--- src/rtl/altr_hps_ckgate_ctrl.sv ---
// Idle-driven clock-gate controller: counts idle cycles, drops the registered
// gate enable, and runs a fixed settle sequence on wake before reporting ready.
module altr_hps_ckgate_ctrl #(
  parameter int unsigned CNT_W    = 8,
  parameter int unsigned WAKE_DLY = 2
) (
  input  logic             clk,
  input  logic             rst,
  input  logic             auto_en,
  input  logic [CNT_W-1:0] idle_thresh,
  input  logic             busy,
  input  logic             wake_req,
  output logic             ck_en,
  output logic             ready,
  output logic             wake_done,
  output logic [15:0]      gate_cnt
);

  typedef enum logic [1:0] {RUN, IDLE_CNT, GATED, WAKE} state_t;

  localparam logic [3:0] WAKE_LOAD = 4'(WAKE_DLY - 1);

  state_t           state_q, state_d;
  logic [CNT_W-1:0] idle_cnt_q, idle_cnt_d;
  logic [3:0]       wake_cnt_q, wake_cnt_d;
  logic             ck_en_q, ck_en_d;
  logic             ready_q, ready_d;
  logic             wake_done_q, wake_done_d;
  logic [15:0]      gate_cnt_q, gate_cnt_d;
  logic             wake;

  assign wake = busy | wake_req | ~auto_en;

  always_comb begin
    state_d     = state_q;
    idle_cnt_d  = idle_cnt_q;
    wake_cnt_d  = wake_cnt_q;
    wake_done_d = 1'b0;
    gate_cnt_d  = gate_cnt_q;
    unique case (state_q)
      RUN: begin
        if (!wake) begin
          state_d    = IDLE_CNT;
          idle_cnt_d = idle_thresh;
        end
      end
      IDLE_CNT: begin
        // A wake coinciding with the final idle cycle wins over gating.
        if (wake) begin
          state_d = RUN;
        end else if (idle_cnt_q == '0) begin
          state_d = GATED;
          if (gate_cnt_q != '1) gate_cnt_d = gate_cnt_q + 16'd1;
        end else begin
          idle_cnt_d = idle_cnt_q - CNT_W'(1);
        end
      end
      GATED: begin
        if (wake) begin
          state_d    = WAKE;
          wake_cnt_d = WAKE_LOAD;
        end
      end
      WAKE: begin
        if (wake_cnt_q == '0) begin
          state_d     = RUN;
          wake_done_d = 1'b1;
        end else begin
          wake_cnt_d = wake_cnt_q - 4'd1;
        end
      end
      default: state_d = RUN;
    endcase
    ck_en_d = (state_d != GATED);
    ready_d = (state_d == RUN) || (state_d == IDLE_CNT);
  end

  always_ff @(posedge clk or posedge rst) begin
    if (rst) begin
      state_q     <= RUN;
      idle_cnt_q  <= '0;
      wake_cnt_q  <= '0;
      ck_en_q     <= 1'b1;
      ready_q     <= 1'b1;
      wake_done_q <= 1'b0;
      gate_cnt_q  <= '0;
    end else begin
      state_q     <= state_d;
      idle_cnt_q  <= idle_cnt_d;
      wake_cnt_q  <= wake_cnt_d;
      ck_en_q     <= ck_en_d;
      ready_q     <= ready_d;
      wake_done_q <= wake_done_d;
      gate_cnt_q  <= gate_cnt_d;
    end
  end

  assign ck_en     = ck_en_q;
  assign ready     = ready_q;
  assign wake_done = wake_done_q;
  assign gate_cnt  = gate_cnt_q;

endmodule

--- config.mk ---
export PLATFORM = sky130hd
export DESIGN_NAME = altr_hps_ckgate_ctrl
export DESIGN_NICKNAME = d
export VERILOG_FILES = /design/src/rtl/altr_hps_ckgate_ctrl.sv
export SDC_FILE = /design/constraint.sdc
export NUM_CORES = 1
export LEC_CHECK = 0
export CELL_PAD_IN_SITES_DETAIL_PLACEMENT = 1
export CELL_PAD_IN_SITES_GLOBAL_PLACEMENT = 1
export CORE_ASPECT_RATIO = 0.75
export CORE_MARGIN = 2
export CORE_UTILIZATION = 25
export DETAILED_ROUTE_END_ITERATION = 10
export PLACE_DENSITY_LB_ADDON = 0.3
export RECOVER_POWER = 25
export SLEW_MARGIN = 40
export SYNTH_ARGS = -nofsm -noshare
export SYNTH_HDL_FRONTEND = slang
export SYNTH_SLANG_ARGS = --single-unit
--- constraint.sdc ---
create_clock -name clk -period 2.21 [get_ports clk]
set_input_delay 0.3315 -clock clk [delete_from_list [all_inputs] [get_ports clk]]
set_output_delay 0.3315 -clock clk [all_outputs]
set_load 0.05 [all_outputs]
==> results_dict.tcl, run 1 <==
set metrics [dict create \
    layout-drive-gt1-share_pct 21.1 \
    fmax_ghz 0.500 \
    synth_cell_types 46 \
    portBuffers 31 \
    clk_latency_ns 0.29 \
    syn-cell-area_um2 1820 \
    yosys-top-cells-area "dfrtp_1 (43%), xor2_1 (7.2%), nor4_2 (5.5%), dfstp_2 (2.9%), nor2_1 (2.9%)" \
    endpoint_kind "flop" \
    r2r_slack_ns 0.21 \
    ir_drop_mv 0.348 \
    first_pass_iters 4 \
    remaining_drc_errors 0 \
    reg2reg_depth 7 \
    worstHoldStart "gate_cnt[15]$_DFFE_PP0P_" \
    outcome "complete, no violations" \
    rsz0062_at_grt "false" \
    nFillCells 809 \
    final_util_pct 35.8 \
    clk_pin_slew_ns 0.07 \
    path_class "reg2reg" \
    cts_buffers 5 \
    worstPathMaxFanout 15 \
    grt_overflow_total 0 \
    drv.max_cap_violation_count 0 \
    htreeDepth 2 \
    cts-root-buf "clkbuf_8" \
    via_count 1532 \
    relSlewSlack_pct 41.4 \
    area_growth_pct 36.3 \
    routed_wl_mm 4.52 \
    rr_endpoint "gate_cnt[12]$_DFFE_PP0P_" \
    cp-start-kind "flop" \
    ctsHoldBuffers 0 \
    cpPeakStageDelay_ns 0.39 \
    cts_tree "yes" \
    min_path_type "reg2reg" \
    start_util_pct 26.3 \
    ys_ff_latch 33 \
    postRouteAntennaNets 0 \
    setup_tns_ns 0 \
    place.gp.congestion 0.752 \
    syn_nets 191 \
    max_slew.worst_pin.slew_ns 0.878 \
    path_cells "inv_1, ha_2, nor4b_4, nand2_4, buf_4, nor4_2, xor2_1" \
    syn_area_per_cell_um2 10.4 \
    first_global_vias 1565 \
    r2r-start "idle_cnt_q[0]$_DFFE_PP0P_" \
    grt_pass1_wl_mm 7.75 \
    row_count 26 \
    num_antenna_cells 0 \
    layout_min_cycle_time_ns 2.00 \
    synth_top_area_cell "dfrtp_1" \
    via_per_inst 4.71 \
    antenna_found_initial 0 \
    hpwl_mm 3.41 \
    dieArea_um2 7980 \
    ios 32 \
    hold_depth 1 \
    cts.sinks 33 \
    grt_util_all_layers_pct 12.4 \
    avgRoutedWirePerCell_um 13.9 \
    worst_ep_arrival_time_ns 2.21 \
    drt_iter0_drc 28 \
    final_nets 242 \
    dieHeight_um 77.9 \
    yosys_most_used_dff "dfrtp_1" \
    finalClockSkew_ns 0.00576 \
    die_w_um 103 \
    core_area_um2 6930 \
    synth-async-reset-ratio_pct 100 \
    hold_viol 0 \
    cp.required_ns 2.42 \
    p_total_uw 1590 \
    slew_viol_final 0 \
    critical-path-slowest-cell "dfrtp_1" \
    total_leakage_power_uw 0.00108 \
    synth_edf_count 0 \
    seq_area_frac_synth_pct 45.5 \
    yosys_warnings 0 \
    p_per_area_nw_per_um2 642 \
    synth_top_area_share_pct 42.6 \
    setup_viol 0 \
    period_share_pct 90.5 \
    clk_path_buf_depth 2 \
    grt_start_max_net_pins 34 \
    holdPathEnd "gate_cnt[15]$_DFFE_PP0P_" \
    synthCells 175 \
]
[synth_stat cells, types with 2 or more instances]
| cell | count |
|---|---|
| a21oi_1 | 6 |
| a22oi_1 | 2 |
| a31oi_1 | 2 |
| and3_1 | 3 |
| and4_1 | 4 |
| buf_2 | 2 |
| buf_4 | 2 |
| clkbuf_1 | 2 |
| dfrtp_1 | 31 |
| dfstp_2 | 2 |
| ha_1 | 3 |
| inv_1 | 8 |
| mux2_2 | 2 |
| nand2_1 | 8 |
| nand3_1 | 6 |
| nand4_1 | 4 |
| nor2_1 | 14 |
| nor2b_1 | 3 |
| nor3_1 | 5 |
| nor3b_1 | 3 |
| nor4_1 | 4 |
| nor4_2 | 8 |
| nor4b_4 | 2 |
| o211ai_1 | 2 |
| o21ai_0 | 8 |
| o21ai_1 | 3 |
| o2bb2ai_1 | 2 |
| or3_1 | 2 |
| xor2_1 | 15 |
[report_power, final]
part	total [uW]	internal (uW)	switching [uW]
Sequential	736	662	74.9
Clock	596	368	229
Combinational	260	118	141
[critical path: cells and delay by family (launching register included)]
family | cells | cell delay (ns)
flip-flops | 1 | 0.39
adder cells (fa/ha/maj) | 1 | 0.25
AND/OR/NAND/NOR | 3 | 0.82
XOR/XNOR | 1 | 0.17
buffers and inverters | 2 | 0.32
[kinds of logic after synthesis]
logic type / count (synthesis) / share of synthesized area [%]
AND/OR/NAND/NOR: 76 / 29.1
flip-flops: 33 / 45.5
AO/OA/AOI/OAI: 30 / 10.3
XOR/XNOR: 16 / 7.70
buffers and inverters: 15 / 4.06
adder cells (fa/ha/maj): 3 / 2.06
multiplexers: 2 / 1.24
[state kept, by name (all words and copies together) (netlist names)]
register and cells:
wake_cnt_q 4, state_q 2, ready 1, gate_cnt 16
idle_cnt_q 8, wake_done 1, ck_en 1
[metal layers]
| layer | share of wire, % | GRT usage [%] | vias up | wire, um |
|---|---|---|---|---|
| li1 | - | - | 744 | - |
| met1 | 52 | 17.5 | 760 | 2350 |
| met2 | 44 | 18.8 | 21 | 1990 |
| met3 | 3.0 | 2.97 | 7 | 135 |
| met4 | 1.1 | 3.60 | 0 | 52 |
| met5 | 0 | 0 | - | 0 |
[final cells by class]
cell class | instances | area [um^2] | area share, %
multi-input cells | 127 | 925 | 37.3
clock inverters | 1 | 30.0 | 1.21
flip-flops and latches | 33 | 828 | 33.4
inverters | 8 | 30.0 | 1.21
repair buffers | 51 | 458 | 18.5
clock buffers | 7 | 86.3 | 3.48
well taps | 98 | 123 | 4.94
[per-stage QoR]
| step | area [um^2] | hold WS (ns) | std cells | worst slack, ns |
|---|---|---|---|---|
| 2_1_floorplan | 1820 | 0.459 | 175 | 0.0348 |
| 3_3_place_gp | 2360 | 0.480 | 317 | 0.0677 |
| 3_5_place_dp | 2360 | 0.489 | 317 | 0.0316 |
| 4_1_cts | 2470 | 0.461 | 325 | 0.0313 |
| 5_1_grt | 2480 | 0.514 | 325 | 0.0361 |
| 6_report | 2480 | 0.489 | 325 | 0.209 |
[how the worst max path moves through the flow]
stage / startpoint / endpoint / slack [ns] / cells past startpoint
floorplan: gate_cnt[0]$_DFFE_PP0P_ / gate_cnt[9]$_DFFE_PP0P_ / 0.03 / 7
global placement: idle_cnt_q[0]$_DFFE_PP0P_ / gate_cnt[12]$_DFFE_PP0P_ / 0.07 / 7
detailed placement: wake_req / idle_cnt_q[3]$_DFFE_PP0P_ / 0.03 / 6
CTS: idle_cnt_q[0]$_DFFE_PP0P_ / gate_cnt[12]$_DFFE_PP0P_ / 0.03 / 7
global route: idle_cnt_q[0]$_DFFE_PP0P_ / gate_cnt[12]$_DFFE_PP0P_ / 0.04 / 7
finish: idle_cnt_q[0]$_DFFE_PP0P_ / gate_cnt[12]$_DFFE_PP0P_ / 0.21 / 7
[placed cells by master (no fill, tap or decap), types with 6 or more instances in the layout]
cell type / count
inv_1: 8
xor2_1: 15
clkdlybuf4s50_1: 30
o21ai_0: 8
dfrtp_1: 31
a21oi_1: 6
nand2_1: 8
nand3_1: 6
nor2_1: 14
nor4_2: 8
buf_4: 19
clkbuf_8: 6
[repair_timing]
| item | in CTS | in global routing |
|---|---|---|
| setup buffers | 0 | 0 |
| endpoints found under the setup margin | 0 | 4 |
| gates resized for setup | 0 | 2 |
No activity file was read; power rests on OpenSTA's default activity.
==> inputs of run 2 (changes only) <==
--- a/config.mk
+++ b/config.mk
@@ -11,6 +11,7 @@
 export CORE_MARGIN = 2
 export CORE_UTILIZATION = 25
 export DETAILED_ROUTE_END_ITERATION = 10
+export GPL_TIMING_DRIVEN = 0
 export PLACE_DENSITY_LB_ADDON = 0.3
 export RECOVER_POWER = 25
 export SLEW_MARGIN = 40
==> run 2 against run 1 <==
Against the previous run: core utilization is 1.3 points lower; register-to-register slack hardly changed; clock-buffer cell count unchanged; hold slack worse by 0.0018 ns; critical path depth unchanged.
==> results_dict.tcl, run 2 (synthesis gave the netlist of run 1 again) <==
set metrics [dict create \
    outcome "complete, no violations" \
    htreeDepth 2 \
    ctsHoldBuffers 0 \
    clk_latency_ns 0.29 \
    max_slew.worst_pin.slew_ns 1.34 \
    cp.required_ns 2.43 \
    ir_drop_mv 0.200 \
    grt_pass1_wl_mm 7.74 \
    first_global_vias 1528 \
    grt_start_max_net_pins 34 \
    layout_commonest_cell "dfrtp_1" \
    hold_viol 0 \
    final_cell_mix "dfrtp_1 (31), clkdlybuf4s50_1 (30), xor2_1 (15)" \
    routed_wl_mm 4.59 \
    nFillCells 779 \
    dieArea_um2 7980 \
    area_growth_pct 31.3 \
    num_antenna_cells 0 \
    clk_path_buf_depth 2 \
    clk_pin_slew_ns 0.07 \
    reg2reg_depth 7 \
    setup_tns_ns 0 \
    worstPathMaxFanout 10 \
    whs_ns 0.487 \
    start_util_pct 26.3 \
    remaining_drc_errors 0 \
    via_count 1490 \
    seq_area_um2 828 \
    grt_util_all_layers_pct 12.7 \
    die_w_um 103 \
    period_share_pct 90.2 \
    layout-drive-gt1-share_pct 17.6 \
    antenna_found_initial 0 \
    core_area_um2 6930 \
    pre_cts_ws_ns 0.00701 \
    layout_min_cycle_time_ns 1.99 \
    final_nets 231 \
    cts-root-buf "clkbuf_8" \
    min_path_type "reg2reg" \
    setup_viol 0 \
    row_count 26 \
    path_class "reg2reg" \
    multi_input_area_um2 931 \
    r2r-start "idle_cnt_q[0]$_DFFE_PP0P_" \
    cpPeakStageDelay_ns 0.39 \
    drv.max_cap_violation_count 0 \
    avgRoutedWirePerCell_um 14.6 \
    portBuffers 31 \
    hpwl_mm 3.35 \
    worst_slack_ns 0.217 \
    worstHoldStart "gate_cnt[11]$_DFFE_PP0P_" \
    r2r_slack_ns 0.22 \
    worst_ep_arrival_time_ns 2.21 \
    endpoint_kind "flop" \
    rr_endpoint "gate_cnt[12]$_DFFE_PP0P_" \
    dieHeight_um 77.9 \
    cts_buffers 5 \
    slew_viol_final 0 \
    finalClockSkew_ns 0.00590 \
    cp-start-kind "flop" \
    hold_depth 1 \
    first_pass_iters 4 \
    largest_register_ffs 16 \
    holdPathEnd "gate_cnt[11]$_DFFE_PP0P_" \
    grt_overflow_total 0 \
    p_per_area_nw_per_um2 634 \
    cts_tree "yes" \
    relSlewSlack_pct 10.7 \
    rsz0062_at_grt "false" \
    path_cells "inv_1, ha_2, nor4b_4, nand2_4, buf_4, nor4_2, xor2_1" \
    total_leakage_power_uw 0.00102 \
    drt_iter0_drc 44 \
    cts.sinks 33 \
    ios 32 \
    place.gp.congestion 0.768 \
    critical-path-slowest-cell "dfrtp_1" \
    postRouteAntennaNets 0 \
    fmax_ghz 0.502 \
    via_per_inst 4.75 \
]
run 2: changes by cell type in the layout (fill, tap and decap cells not counted):
cell / before / now
buf_6: 0 / 1
buf_4: 19 / 5
clkbuf_2: 1 / 0
clkbuf_4: 0 / 1
clkinv_2: 0 / 1
buf_2: 0 / 1
clkbuf_8: 6 / 7
nor4_2: 8 / 9
bufinv_16: 1 / 0
nor4_1: 4 / 3
run 2: metal layers:
metal	wire (um)	track usage (%)
met5	0	0
met4	66	4.80
met3	149	3.15
met2	1930	17.3
met1	2450	18.9
run 2: metrics by stage:
step	std cells	util [%]	instance area (um^2)	total power [uW]
4_1_cts	312	34.0	2350	1520
2_1_floorplan	175	-	1820	903
5_1_grt	314	34.5	2390	1600
3_3_place_gp	304	32.5	2250	989
6_report	314	34.5	2390	1510
3_5_place_dp	304	32.5	2250	996
run 2: critical path: cells and delay by family (launching register included):
family | cells | cell delay [ns]
XOR/XNOR | 1 | 0.17
flip-flops | 1 | 0.39
adder cells (fa/ha/maj) | 1 | 0.23
buffers and inverters | 2 | 0.34
AND/OR/NAND/NOR | 3 | 0.79
run 2: layout make-up:
class                      instances  area share [%]
inverter                           8            1.26
timing repair buffer              34            13.9
clock buffer                       7            4.03
tap                               98            5.13
buffer                             6            1.78
multi-input combinational        127            39.0
sequential                        33            34.7
clock inverter                     1           0.210
run 2: repair_timing:
item                                    in CTS  in global routing
resized for setup                            0                  4
buffers inserted                             0                  3
endpoints found under the hold margin        0                  0
endpoints found under the setup margin       0                 13
run 2: where the power goes:
part / leakage [uW] / internal (uW) / total (uW) / switching (uW)
Combinational: 0.000542 / 120 / 261 / 141
Sequential: 0.000420 / 661 / 735 / 73.6
Clock: 0.0000542 / 282 / 518 / 236
run 2: how the worst max path moves through the flow:
stage,startpoint,endpoint,slack (ns),cells past startpoint
global route,idle_cnt_q[0]$_DFFE_PP0P_,gate_cnt[14]$_DFFE_PP0P_,0.04,7
detailed placement,wake_req,gate_cnt[1]$_DFFE_PP0P_,0.007,5
finish,idle_cnt_q[0]$_DFFE_PP0P_,gate_cnt[12]$_DFFE_PP0P_,0.22,7
global placement,wake_req,gate_cnt[1]$_DFFE_PP0P_,0.04,5
floorplan,gate_cnt[0]$_DFFE_PP0P_,gate_cnt[9]$_DFFE_PP0P_,0.03,7
CTS,gate_cnt[0]$_DFFE_PP0P_,gate_cnt[8]$_DFFE_PP0P_,0.04,7
==> inputs of run 3 (changes only) <==
--- a/config.mk
+++ b/config.mk
@@ -9,11 +9,12 @@
 export CELL_PAD_IN_SITES_GLOBAL_PLACEMENT = 1
 export CORE_ASPECT_RATIO = 0.75
 export CORE_MARGIN = 2
-export CORE_UTILIZATION = 25
+export CORE_UTILIZATION = 35
 export DETAILED_ROUTE_END_ITERATION = 10
 export GPL_TIMING_DRIVEN = 0
 export PLACE_DENSITY_LB_ADDON = 0.3
 export RECOVER_POWER = 25
+export SETUP_SLACK_MARGIN = 0.2
 export SLEW_MARGIN = 40
 export SYNTH_ARGS = -nofsm -noshare
 export SYNTH_HDL_FRONTEND = slang
==> run 3 against run 2 <==
Against the previous run: die area decreased by 27%; critical path depth fell by 6; critical path type is now reg2out; sequential power grew 1%; maximum frequency is 2.9% higher; combinational power grew 6%; clock skew up 0.00077 ns; design area rose by 1.0%; core utilization grew 14 points; register-to-register slack gained 0.06 ns.
==> results_dict.tcl, run 3 (synthesis gave the netlist of run 1 again) <==
set metrics [dict create \
    path_class "reg2out" \
    relSlewSlack_pct 15.4 \
    slew_viol_final 0 \
    cp.buffers_inverters 1 \
    portBuffers 31 \
    cts.sinks 33 \
    grt_util_all_layers_pct 18.8 \
    critical-path-slowest-cell "clkdlybuf4s50_1" \
    postRouteAntennaNets 0 \
    outcome "complete, no violations" \
    worstPathMaxFanout 1 \
    fmax_ghz 0.516 \
    first_global_vias 1607 \
    setup_viol 0 \
    htreeDepth 2 \
    first_pass_iters 4 \
    clk_latency_ns 0.29 \
    grt_overflow_total 0 \
    cp_top_family "buffers and inverters" \
    largest_register_ffs 16 \
    cp.required_ns 1.88 \
    start_util_pct 36.7 \
    avgRoutedWirePerCell_um 17.5 \
    final_util_pct 48.7 \
    dieArea_um2 5800 \
    final_cell_mix "clkdlybuf4s50_1 (30), dfrtp_1 (26), xor2_1 (15)" \
    finalClockSkew_ns 0.00668 \
    cts-root-buf "clkbuf_8" \
    drt_iter0_drc 33 \
    max_slew.worst_pin.slew_ns 1.27 \
    num_antenna_cells 0 \
    clk_pin_slew_ns 0.07 \
    routed_wl_mm 4.80 \
    worst_ep_arrival_time_ns 1.61 \
    cp-start-kind "flop" \
    antenna_found_initial 0 \
    die_w_um 87.3 \
    min_path_type "reg2reg" \
    ir_drop_mv 0.285 \
    layout-drive-gt1-share_pct 21.9 \
    cpPeakStageDelay_ns 0.79 \
    cts_buffers 5 \
    whs_ns 0.496 \
    total_leakage_power_uw 0.00101 \
    place.gp.congestion 0.817 \
    drv.max_cap_violation_count 0 \
    remaining_drc_errors 0 \
    grt_start_max_net_pins 34 \
    layout_min_cycle_time_ns 1.94 \
    path_cells "clkdlybuf4s50_1" \
    ios 32 \
    hold_viol 0 \
    endpoint_kind "output port" \
    clk_path_buf_depth 2 \
    area_growth_pct 32.7 \
    rsz0062_at_grt "true" \
    layout_commonest_cell "clkdlybuf4s50_1" \
    hpwl_mm 3.56 \
    p_per_area_nw_per_um2 611 \
    cts_tree "yes" \
    row_count 22 \
    grt_pass1_wl_mm 8.30 \
    via_per_inst 5.42 \
    via_count 1491 \
    final_nets 230 \
    period_share_pct 87.7 \
    dieHeight_um 66.4 \
    core_area_um2 4950 \
]
[run 3: final cells by class]
class / count / area, um^2
inverter: 8 / 30.0
timing repair buffer: 32 / 318
multi-input combinational: 127 / 1000
clock inverter: 2 / 10.0
fill: 568 / 2540
sequential: 33 / 835
clock buffer: 6 / 72.6
tap: 60 / 75.1
buffer: 7 / 73.8
[run 3: power by group]
part	internal (uW)	switching [uW]
sequential	662	81.4
combinational	124	153
clock	218	236
total	1000	471
[run 3: worst register-to-register path, stage by stage (launching register included)]
cell,delay [ns]
dfrtp_1,0.36
buf_4,0.17
or4b_4,0.56
buf_12,0.17
a21o_1,0.19
buf_6,0.15
o21ai_1,0.14
o21ai_1,0.08
[run 3: metrics by stage]
step	setup WS [ns]	total power, uW	cell area [um^2]	TNS (ns)	instances
final	0.273	1480	2410	0	275
after global routing	0.172	1550	2410	0	275
after CTS	0.188	1470	2340	0	275
after detailed placement	-0.136	1000	2210	-0.371	266
after global placement	0.0466	978	2210	0	266
after floorplan	0.241	903	1830	0	175
[run 3: timing repair]
action,4_1_cts,5_1_grt
hold buffers,0,0
gates resized for setup,8,20
buffers inserted,1,0
pin swaps,0,2
hold endpoints to repair,0,0
endpoints found under the setup margin,15,24
[run 3: worst paths after layout]
path / startpoint / slack (ns) / endpoint / cells past startpoint
setup / recovery: ck_en$_DFF_PP1_ / 0.27 / ck_en / 1
hold / removal: gate_cnt[15]$_DFFE_PP0P_ / 0.50 / gate_cnt[15]$_DFFE_PP0P_ / 1
setup reg to reg: state_q[1]$_DFF_PP0_ / 0.28 / idle_cnt_q[2]$_DFFE_PP0P_ / 7
hold reg to reg: gate_cnt[15]$_DFFE_PP0P_ / 0.50 / gate_cnt[15]$_DFFE_PP0P_ / 1
max in group asynchronous: rst / 0.53 / gate_cnt[1]$_DFFE_PP0P_ / 2
min in group asynchronous: rst / 0.83 / wake_done$_DFF_PP0_ / 2
[run 3: layer usage]
layer	GRT usage, %	share of wire, %
met1	25.3	46
met2	30.4	50
met4	5.19	0.96
met5	0	0
met3	4.49	2.7
